## config.mk

```make
export PLATFORM = sky130hd
export DESIGN_NAME = lut_ram_wide
export DESIGN_NICKNAME = d
export VERILOG_FILES = /design/src/rtl/lut_ram_wide_pkg.sv /design/src/rtl/lut_ram_wide_mem.sv /design/src/rtl/lut_ram_wide.sv
export SDC_FILE = /design/constraint.sdc
export NUM_CORES = 1
export LEC_CHECK = 0
export BUFFER_PORTS_ARGS = -buffer_cell sky130_fd_sc_hd__buf_2
export CORE_MARGIN = 2
export CORE_UTILIZATION = 62
export DETAILED_ROUTE_END_ITERATION = 7
export PLACE_DENSITY = 0.85
export SKIP_CTS_REPAIR_TIMING = 1
export SYNTH_ARGS = -nofsm -noshare
export SYNTH_HDL_FRONTEND = slang
export SYNTH_SLANG_ARGS = --single-unit
```

## constraint.sdc

```tcl
create_clock -name clk -period 3.4 [get_ports clk]
set_input_delay 0.85 -clock clk [delete_from_list [all_inputs] [get_ports clk]]
set_output_delay 0.85 -clock clk [all_outputs]
set_load 0.005 [all_outputs]
```

## src/rtl/lut_ram_wide_pkg.sv

```systemverilog
// Shared bus record and chunk/stride arithmetic for the wide LUT-RAM core.
// A wide memory word is exposed on the 16-bit bus as a group of chunks.
package lut_ram_wide_pkg;

  localparam int BUS_W = 16;

  typedef struct packed {
    logic [BUS_W-1:0] addr;
    logic [BUS_W-1:0] wdata;
    logic [BUS_W-1:0] rdata;
    logic             rw;
    logic             valid;
  } bus_t;

  function automatic int n_chunks(input int width);
    return (width + BUS_W - 1) / BUS_W;
  endfunction

  // Each word occupies a power-of-two address window so decode is a shift and mask.
  function automatic int stride_of(input int n);
    int s;
    s = 1;
    while (s < n) s = s * 2;
    return s;
  endfunction

  function automatic int aw_of(input int depth);
    return (depth <= 2) ? 1 : $clog2(depth);
  endfunction

endpackage

```

## src/rtl/lut_ram_wide_mem.sv

```systemverilog
// WIDTH x DEPTH storage: registered user read/write port plus an
// asynchronous bus read and a bus write that wins over a colliding user write.
module lut_ram_wide_mem #(
  parameter int DEPTH = 8,
  parameter int WIDTH = 16,
  parameter int AW    = 3
) (
  input  logic             clk,
  input  logic             rst,
  input  logic [AW-1:0]    user_addr,
  input  logic [WIDTH-1:0] user_din,
  input  logic             user_we,
  output logic [WIDTH-1:0] user_dout,
  input  logic [AW-1:0]    bus_word,
  input  logic             bus_we,
  input  logic [WIDTH-1:0] bus_wdata,
  output logic [WIDTH-1:0] bus_rdata
);

  logic [WIDTH-1:0] mem [DEPTH];
  logic             user_ok;
  logic             user_wr;

  assign user_ok   = 32'(user_addr) < 32'(DEPTH);
  assign user_wr   = user_we && user_ok && !(bus_we && (bus_word == user_addr));
  assign bus_rdata = mem[bus_word];

  // Contents are deliberately not reset.
  always_ff @(posedge clk) begin
    if (bus_we)  mem[bus_word]  <= bus_wdata;
    if (user_wr) mem[user_addr] <= user_din;
  end

  always_ff @(posedge clk or posedge rst) begin
    if (rst)          user_dout <= '0;
    else if (user_ok) user_dout <= mem[user_addr];
    else              user_dout <= '0;
  end

endmodule

```

## src/rtl/lut_ram_wide.sv

```systemverilog
// Bus-pipelined wide LUT RAM: chunked bus access through a write shadow and
// a read snapshot, with a separate user port into the same storage.
module lut_ram_wide
  import lut_ram_wide_pkg::*;
#(
  parameter int DEPTH     = 8,
  parameter int WIDTH     = 16,
  parameter int BASE_ADDR = 0,
  parameter int READ_ONLY = 0,
  localparam int AW       = aw_of(DEPTH)
) (
  input  logic             clk,
  input  logic             rst,
  input  logic [15:0]      addr_i,
  input  logic [15:0]      wdata_i,
  input  logic [15:0]      rdata_i,
  input  logic             rw_i,
  input  logic             valid_i,
  output logic [15:0]      addr_o,
  output logic [15:0]      wdata_o,
  output logic [15:0]      rdata_o,
  output logic             rw_o,
  output logic             valid_o,
  input  logic [AW-1:0]    user_addr,
  input  logic [WIDTH-1:0] user_din,
  input  logic             user_we,
  output logic [WIDTH-1:0] user_dout
);

  localparam int N_CHUNKS = n_chunks(WIDTH);
  localparam int STRIDE   = stride_of(N_CHUNKS);
  localparam int SPAN     = DEPTH * STRIDE;
  localparam int SHIFT    = $clog2(STRIDE);
  localparam int PW       = N_CHUNKS * BUS_W;

  bus_t              bus_q;
  logic [BUS_W-1:0]  offset;
  logic [31:0]       off_ext;
  logic [31:0]       chunk;
  logic [AW-1:0]     word;
  logic              mapped, bus_wr, commit, shadow_wr, bus_rd;
  logic [PW-1:0]     shadow, commit_pad, snap_pad;
  logic [WIDTH-1:0]  snapshot, mem_rdata, mem_wdata;
  logic [BUS_W-1:0]  snap_chunk, rd_chunk;

  // Addresses below BASE_ADDR wrap to large offsets and fall outside SPAN.
  assign offset    = addr_i - 16'(BASE_ADDR);
  assign off_ext   = 32'(offset);
  assign word      = AW'(off_ext >> SHIFT);
  assign chunk     = off_ext & 32'(STRIDE - 1);
  assign mapped    = valid_i && (off_ext < 32'(SPAN)) && (chunk < 32'(N_CHUNKS));
  assign bus_wr    = mapped && rw_i && (READ_ONLY == 0);
  assign commit    = bus_wr && (chunk == 32'(N_CHUNKS - 1));
  assign shadow_wr = bus_wr && !commit;
  assign bus_rd    = mapped && !rw_i;

  // The top chunk of the shadow is never written, so it only ever holds zero.
  always_comb begin
    commit_pad = shadow;
    commit_pad[(N_CHUNKS-1)*BUS_W +: BUS_W] = wdata_i;
  end
  assign mem_wdata = WIDTH'(commit_pad);
  assign snap_pad  = PW'(snapshot);

  always_comb begin
    snap_chunk = '0;
    for (int k = 0; k < N_CHUNKS; k++) begin
      if (chunk == 32'(k)) snap_chunk = snap_pad[k*BUS_W +: BUS_W];
    end
    rd_chunk = (chunk == 32'd0) ? BUS_W'(mem_rdata) : snap_chunk;
  end

  always_ff @(posedge clk or posedge rst) begin
    if (rst) begin
      bus_q    <= '0;
      shadow   <= '0;
      snapshot <= '0;
    end else begin
      bus_q.addr  <= addr_i;
      bus_q.wdata <= wdata_i;
      bus_q.rw    <= rw_i;
      bus_q.valid <= valid_i;
      bus_q.rdata <= bus_rd ? rd_chunk : rdata_i;
      if (shadow_wr) begin
        for (int k = 0; k < N_CHUNKS - 1; k++) begin
          if (chunk == 32'(k)) shadow[k*BUS_W +: BUS_W] <= wdata_i;
        end
      end
      if (bus_rd && (chunk == 32'd0)) snapshot <= mem_rdata;
    end
  end

  assign addr_o  = bus_q.addr;
  assign wdata_o = bus_q.wdata;
  assign rdata_o = bus_q.rdata;
  assign rw_o    = bus_q.rw;
  assign valid_o = bus_q.valid;

  lut_ram_wide_mem #(
    .DEPTH (DEPTH),
    .WIDTH (WIDTH),
    .AW    (AW)
  ) u_mem (
    .clk       (clk),
    .rst       (rst),
    .user_addr (user_addr),
    .user_din  (user_din),
    .user_we   (user_we),
    .user_dout (user_dout),
    .bus_word  (word),
    .bus_we    (commit),
    .bus_wdata (mem_wdata),
    .bus_rdata (mem_rdata)
  );

endmodule

```

==> results of run 1 <==
## worst register-to-register path, cell delays in order (launching register included)
cell and delay [ns]:
edfxtp_1 0.44, mux2_2 0.29, a221oi_1 0.27, a31oi_1 0.10, o22a_1 0.25
## layout by cell type (no fill, tap or decap), types with 6 or more instances in the layout
cell | netlist | routed
mux2i_1 | 23 | 23
mux2_2 | 15 | 15
edfxtp_1 | 128 | 128
nor2b_1 | 7 | 7
nor3b_1 | 6 | 6
buf_2 | 17 | 137
nand3b_1 | 8 | 8
nand3_1 | 10 | 10
a22o_1 | 9 | 9
nand2_1 | 21 | 21
and2_1 | 20 | 20
a31oi_1 | 10 | 10
a221o_1 | 7 | 7
a21oi_1 | 12 | 12
buf_4 | 2 | 61
o211ai_2 | 6 | 6
dfrtp_1 | 66 | 66
a221oi_1 | 26 | 26
nor2_1 | 25 | 25
a32o_1 | 130 | 130
a22oi_1 | 23 | 23
o21ai_0 | 23 | 20
clkbuf_16 | 0 | 19
## layer usage
metal | vias to the layer above | GRT usage | wire, um
met2 | 788 | 0.624 | 15300
met4 | 0 | 0.178 | 1210
met5 | - | 0 | 0
met1 | 4028 | 0.544 | 11700
met3 | 120 | 0.118 | 5030
li1 | 3374 | - | -
## cell families (layout without fill, tap and decap cells)
family,count (synthesis),count (layout)
AO/OA/AOI/OAI,283,283
AND/OR/NAND/NOR,125,125
buffers and inverters,111,237
multiplexers,41,41
XOR/XNOR,3,3
flip-flops,194,194
## registers in the layout (all words and copies together) (netlist names)
| register | count |
|---|---|
| addr_o | 16 |
| rdata_o | 16 |
| rw_o | 1 |
| u_mem.mem | 128 |
| u_mem.user_dout | 16 |
| valid_o | 1 |
| wdata_o | 16 |
## path summary, 6_finish.rpt
check | start | to | cells past startpoint
worst max-delay path | addr_i[11] | u_mem.mem[1][5]$_DFFE_PP_ | 5
max in group asynchronous | rst | rdata_o[15]$_DFF_PP0_ | 3
worst max register to register | u_mem.mem[4][1]$_DFFE_PP_ | rdata_o[1]$_DFF_PP0_ | 4
min in group clk | valid_i | valid_o$_DFF_PP0_ | 1
worst min register to register | u_mem.mem[4][0]$_DFFE_PP_ | u_mem.user_dout[0]$_DFF_PP0_ | 2
worst min-delay path | rst | rdata_o[14]$_DFF_PP0_ | 2
## through the flow
step                      hold WS, ns  setup TNS (ns)  utilization
final                           0.426               0        0.742
after global routing            0.475               0        0.742
after CTS                       0.443               0        0.742
after detailed placement        0.516               0        0.702
after global placement          0.514               0        0.702
after floorplan                 0.458          -13.32            -
## power breakdown
part	switching, uW	total [uW]	internal (uW)
clock network	951	2110	1160
registers	45.7	2680	2640
logic	414	692	278
total	1410	5490	4080
## cell type report
| cell class | count | share of cell area |
|---|---|---|
| clock buffers | 22 | 0.0449 |
| clock inverters | 10 | 0.00936 |
| inverters | 5 | 0.00165 |
| multi-input cells | 452 | 0.333 |
| flip-flops and latches | 194 | 0.484 |
| well taps | 211 | 0.0232 |
| repair buffers | 200 | 0.104 |
==> metrics.md, run 1 <==
| Metric | Value |
|---|---|
| Outcome | completed |
| Initial core utilization | 0.640 |
| Routed len/inst | 30.4 um |
| Die height | 130 um |
| Lkg Pwr | approximately 0.0043 uW |
| Post-DP HPWL | 21.3 mm |
| Num ports | around 140 |
| Nets | 942 |
| Inst Count DP | 1062 |
| Crit end category | flop |
| Crit path launch type | primary input |
| Area share of the leading cell type in the synthesized netlist | 0.392 |
| Post-place setup slack | 0.277 ns |
| Via count | 8310 |
| Fillers | 1032 |
| Placement Cell Area | 0.0107 mm^2 |
| Slew margin rel. | 0.350 |
| Mean Syn Cell Area | 12.9 um^2 |
| Width of the die | 130 um |
| Initial antenna violation count | 1 |
| Drt drc | 0 |
| Post-synthesis cell area | 0.00980 mm^2 |
| R2R Setup Slk | 1.92 ns |
| CTS clk-pin slew, worst paths | 0.07 ns |
| # rows | 45 |
| First-pass GRT wire length | 49.5 mm |
| Sink Count | 194 |
| Clock Skews | approximately 0.0095 ns |
| Worst EP required | 3.55 ns |
| Crit path buf inv count | 2 |
| Post-layout min period | 2.68 ns |
| Adder and majority cell fraction of the synthesized area | 0 |
| DR iter-0 viols | 1538 |
| Asr flop ratio synth | 0.340 |
| Final cell count without fillers | 1094 |
| Antenna cell count | 0 |
| Total track usage | 0.406 |
| Clk buf depth | 2 |
| Vias per cell | 7.60 |
| Register area | approximately 0.0055 mm^2 |
| Area leader, netlist | edfxtp_1 |
| Routability cong. | 0.958 |
| Vias in the first global route | 8088 |
| Largest family of logic cells by synthesized area | compound AO/OA/AOI/OAI gates |
| Worst-Skew Late Latency | 0.46 ns |
| Routed wire length | 33.2 mm |
| Worst path cell trace | buf_2 > nor4_4 > nand4_4 > o31ai_2 > buf_4 |
| Grt total ovfl | 0 |
| Post-synth EDFFs | about 130 |
| CTS H-tree depth | 4 |
| CP max FO | 9 |
| Cells after synthesis | 757 |
| Worst-margin pin slew | 0.969 ns |
| Cts bufs inserted | 17 |
| Max Cap Viol | 0 |
| Most frequent cell after synthesis | a32o_1 |
| Worst vdd ir | roughly 0.39 mV |
| Share of cells above drive strength 1 | 0.313 |
| Critical setup path kind | in -> reg |
| Yosys warns | 0 |
| Max Freq | 373 MHz |
| DRT Pass-1 Iters | 6 |
| Hold WC Path Type | in -> async |
| Seq/Total Area, Yosys | 0.561 |
| Multi-input gate area | 0.00378 mm^2 |
| IO buf count | 137 |
| Top post-synthesis cells by count | a32o_1 (130), edfxtp_1 (128), dfrtp_1 (66), clkbuf_1 (37), buf_1 (35) |
| RSZ-0062 raised after global routing | no |
| Crit path largest cell delay | 0.86 ns |
| Synthesis-stage register bit count | 194 |
| Top_reg_cell synth | edfxtp_1 |
| Synth unique cells | 63 |
| Synth Area in XOR/XNOR | 0.00268 |
| Tcrit/Tclk final | 0.788 |
| Pwr/cell area | 483 mW/mm^2 |
| CTS tree | done |
| CP max-delay cell | o31ai_2 |
| Max-slew violations | 0 |
| Crit path max-delay family | compound AO/OA/AOI/OAI gates |
| Multiplexer share of the synthesized area | 0.0476 |
| Area of the core | 0.0153 mm^2 |
| Final setup fails | 0 |
| Worst Slack Setup Final | 0.721 ns |
| DIE AREA | 0.0168 mm^2 |
| Worst EP arrival | 2.83 ns |
| Largest net degree at the start of global routing | around 130 |
| Syn Nets | 829 |
| Power, Total | between 5000 and 6000 uW |
| Synth Area in Compound Gates | 0.255 |
| Post-DRT Antenna Nets | 0 |
| Area growth, synth to finish | 15.9% |
| Post-Synth Simple-Gate Area | 0.0771 |
| Design Area, Final | roughly 0.011 mm^2 |
| CTS root buffer | clkbuf_16 |
| Synth top area cells | edfxtp_1 (39%), dfrtp_1 (17%), a32o_1 (13%) |
| Final Hold Fails | 0 |
Note: power is estimated with default switching activity, not from simulation.
==> run 2, diff against run 1 <==
--- a/config.mk
+++ b/config.mk
@@ -7,9 +7,9 @@
 export LEC_CHECK = 0
 export BUFFER_PORTS_ARGS = -buffer_cell sky130_fd_sc_hd__buf_2
 export CORE_MARGIN = 2
-export CORE_UTILIZATION = 62
+export CORE_UTILIZATION = 58
 export DETAILED_ROUTE_END_ITERATION = 7
-export PLACE_DENSITY = 0.85
+export PLACE_DENSITY = 0.81
 export SKIP_CTS_REPAIR_TIMING = 1
 export SYNTH_ARGS = -nofsm -noshare
 export SYNTH_HDL_FRONTEND = slang
==> constraint.sdc (replaced) <==
create_clock -name clk -period 2.5 [get_ports clk]
set_input_delay 0.625 -clock clk [delete_from_list [all_inputs] [get_ports clk]]
set_output_delay 0.625 -clock clk [all_outputs]
set_load 0.005 [all_outputs]
==> run 2 against run 1 <==
Sequential power increased by 36%. Worst hold slack got worse by 0.11 ns. Highest routed layer unchanged. First-iteration DRC count increased by 3.8%. Largest power group unchanged.
==> metrics.md, run 2 (synthesized netlist as in run 1, its figures left out) <==
| Metric | Value |
|---|---|
| Clk buf depth | 2 (unchanged) |
| Slew margin rel. | 0.334 (-0.0166) |
| Max-slew violations | 0 (unchanged) |
| Tcrit/Tclk final | 0.945 |
| Max FFs per register | 128 (unchanged) |
| FF-to-FF End | rdata_o[14]$_DFF_PP0_ |
| Initial antenna violation count | 1 (unchanged) |
| Most flop-heavy register | u_mem.mem |
| Total track usage | 0.384 (-0.0229) |
| Final Hold Fails | 0 (unchanged) |
| Initial core utilization | 0.593 (-0.0469) |
| CTS H-tree depth | 4 (unchanged) |
| Setup TNS | 0 ns (unchanged) |
| Worst vdd ir | 0.540 mV (+38%) |
| Routed len/inst | 30.1 um (-0.83%) |
| Vias per cell | 7.58 (-0.18%) |
| FF-to-FF Start | u_mem.mem[3][14]$_DFFE_PP_ |
| RSZ-0062 raised after global routing | no |
| First-pass GRT wire length | 50.3 mm (+1.7%) |
| Share of cells above drive strength 1 | 0.332 (+0.0193) |
| IO buf count | 137 (unchanged) |
| CTS root buffer | clkbuf_16 |
| Worst EP required | 2.80 ns (-0.75 ns) |
| Die height | 134 um (+3.3%) |
| Final cell count without fillers | 1129 (+3.2%) |
| Crit. Startpoint | addr_i[11] |
| Width of the die | 134 um (+3.3%) |
| Reg2reg path depth | 4 (unchanged) |
| Sink Count | 194 (unchanged) |
| Final setup fails | 0 (unchanged) |
| Routed wire length | 34.0 mm (+2.3%) |
| Area of the core | 0.0165 mm^2 (+7.9%) |
| Critical setup path kind | in -> reg |
| DR iter-0 viols | 1596 (+3.8%) |
| Max Cap Viol | 0 (unchanged) |
| DIE AREA | 0.0180 mm^2 (+6.7%) |
| Inst Count DP | 1095 (+3.1%) |
| # rows | 47 (+4.4%) |
| Worst-margin pin slew | 0.999 ns (+0.0308 ns) |
| Worst Hold Margin | 0.312 ns (-0.115 ns) |
| Worst Setup EP | u_mem.mem[3][11]$_DFFE_PP_ |
| Outcome | completed |
| Worst EP arrival | 2.66 ns (-0.17 ns) |
| Crit path launch type | primary input |
| Via count | 8560 (+3.0%) |
| Max Freq | 423 MHz |
| Area growth, synth to finish | 19.8% |
| Pwr/cell area | 622 mW/mm^2 (+29%) |
| Crit end category | flop |
| Hold WC Path Type | in -> async |
| Worst-Skew Late Latency | 0.44 ns (-0.02 ns) |
| Post-layout min period | 2.36 ns |
| Largest net degree at the start of global routing | 73 (-43%) |
| Commonest non-fill, non-tap cell in the layout | buf_2 |
| Post-DP HPWL | 22.4 mm (+5.2%) |
| CP max FO | 16 (+7) |
| Vias in the first global route | 8296 (+2.6%) |
| CTS clk-pin slew, worst paths | 0.07 ns (about the same) |
| Grt total ovfl | 0 (unchanged) |
| Worst Slack Setup Final | 0.138 ns (-0.583 ns) |
| Post-DRT Antenna Nets | 0 (unchanged) |
| Lkg Pwr | 0.00447 uW (+3.8%) |
| CTS tree | done |
| Routability cong. | 1.03 (+7.7%) |
| DRT Pass-1 Iters | 6 (unchanged) |
| Post-place setup slack | -0.259 ns (-0.536 ns) |
| Fillers | 1102 (+6.8%) |
| Commonest cells after routing, fill and taps aside | buf_2 (137), a32o_1 (130), edfxtp_1 (128), buf_4 (72), dfrtp_1 (66) |
| Cts bufs inserted | 17 (unchanged) |
| Drt drc | 0 (unchanged) |
| Nets | 966 (+2.5%) |
| R2R Setup Slk | 1.02 ns (-0.90 ns) |
| Clock Skews | 0.00737 ns (-0.00215 ns) |
| Num ports | 138 (unchanged) |
[run 2: cell count changes in the layout (fill, tap and decap cells not counted), sizes merged]
cell	previous run	this run
buf	200	224
clkbuf	22	23
inv	11	7
diode	0	2
bufinv	1	0
clkinv	3	7
[run 2: stage by stage]
stage	util	power (uW)	area, um^2
final	0.710	7310	11700
after CTS	0.710	7270	11700
after floorplan	-	4230	9890
after global placement	0.675	4640	11200
after global routing	0.710	7470	11700
after detailed placement	0.675	4670	11200
[run 2: area by class of cell]
class / count / area [um^2] / area share
well taps: 220 / 275 / 0.0234
multi-input cells: 452 / 3850 / 0.328
inverters: 5 / 18.8 / 0.00160
clock inverters: 9 / 71.3 / 0.00608
repair buffers: 224 / 1530 / 0.130
flip-flops and latches: 194 / 5500 / 0.468
clock buffers: 23 / 500 / 0.0426
diodes: 2 / 5.00 / 0.000426
[run 2: worst min path at each step]
| stage | endpoint | slack (ns) | depth (start not counted) |
|---|---|---|---|
| global route | addr_o[5]$_DFF_PP0_ | 0.32 | 1 |
| global placement | u_mem.user_dout[14]$_DFF_PP0_ | 0.52 | 2 |
| detailed placement | u_mem.user_dout[11]$_DFF_PP0_ | 0.52 | 2 |
| CTS | addr_o[5]$_DFF_PP0_ | 0.32 | 1 |
| finish | rdata_o[14]$_DFF_PP0_ | 0.31 | 2 |
| floorplan | u_mem.user_dout[4]$_DFF_PP0_ | 0.46 | 2 |
[run 2: worst max-delay path: stages]
cell	delay, ns
buf_2	0.12
nor4_4	0.43
nand4_4	0.23
buf_4	0.23
buf_4	0.21
o211ai_2	0.27
buf_4	0.34
a32o_1	0.19
[run 2: per-layer routing]
metal,part of all wire,track usage,wire length (um)
met1,0.34,0.490,11600
met2,0.44,0.577,14800
met3,0.17,0.144,5650
met4,0.057,0.191,1940
met5,0,0,0
[run 2: report_power, final]
| part | internal [uW] | switching, uW |
|---|---|---|
| registers | 3590 | 61.0 |
| clock network | 1430 | 1220 |
| logic | 416 | 589 |
| total | 5430 | 1870 |
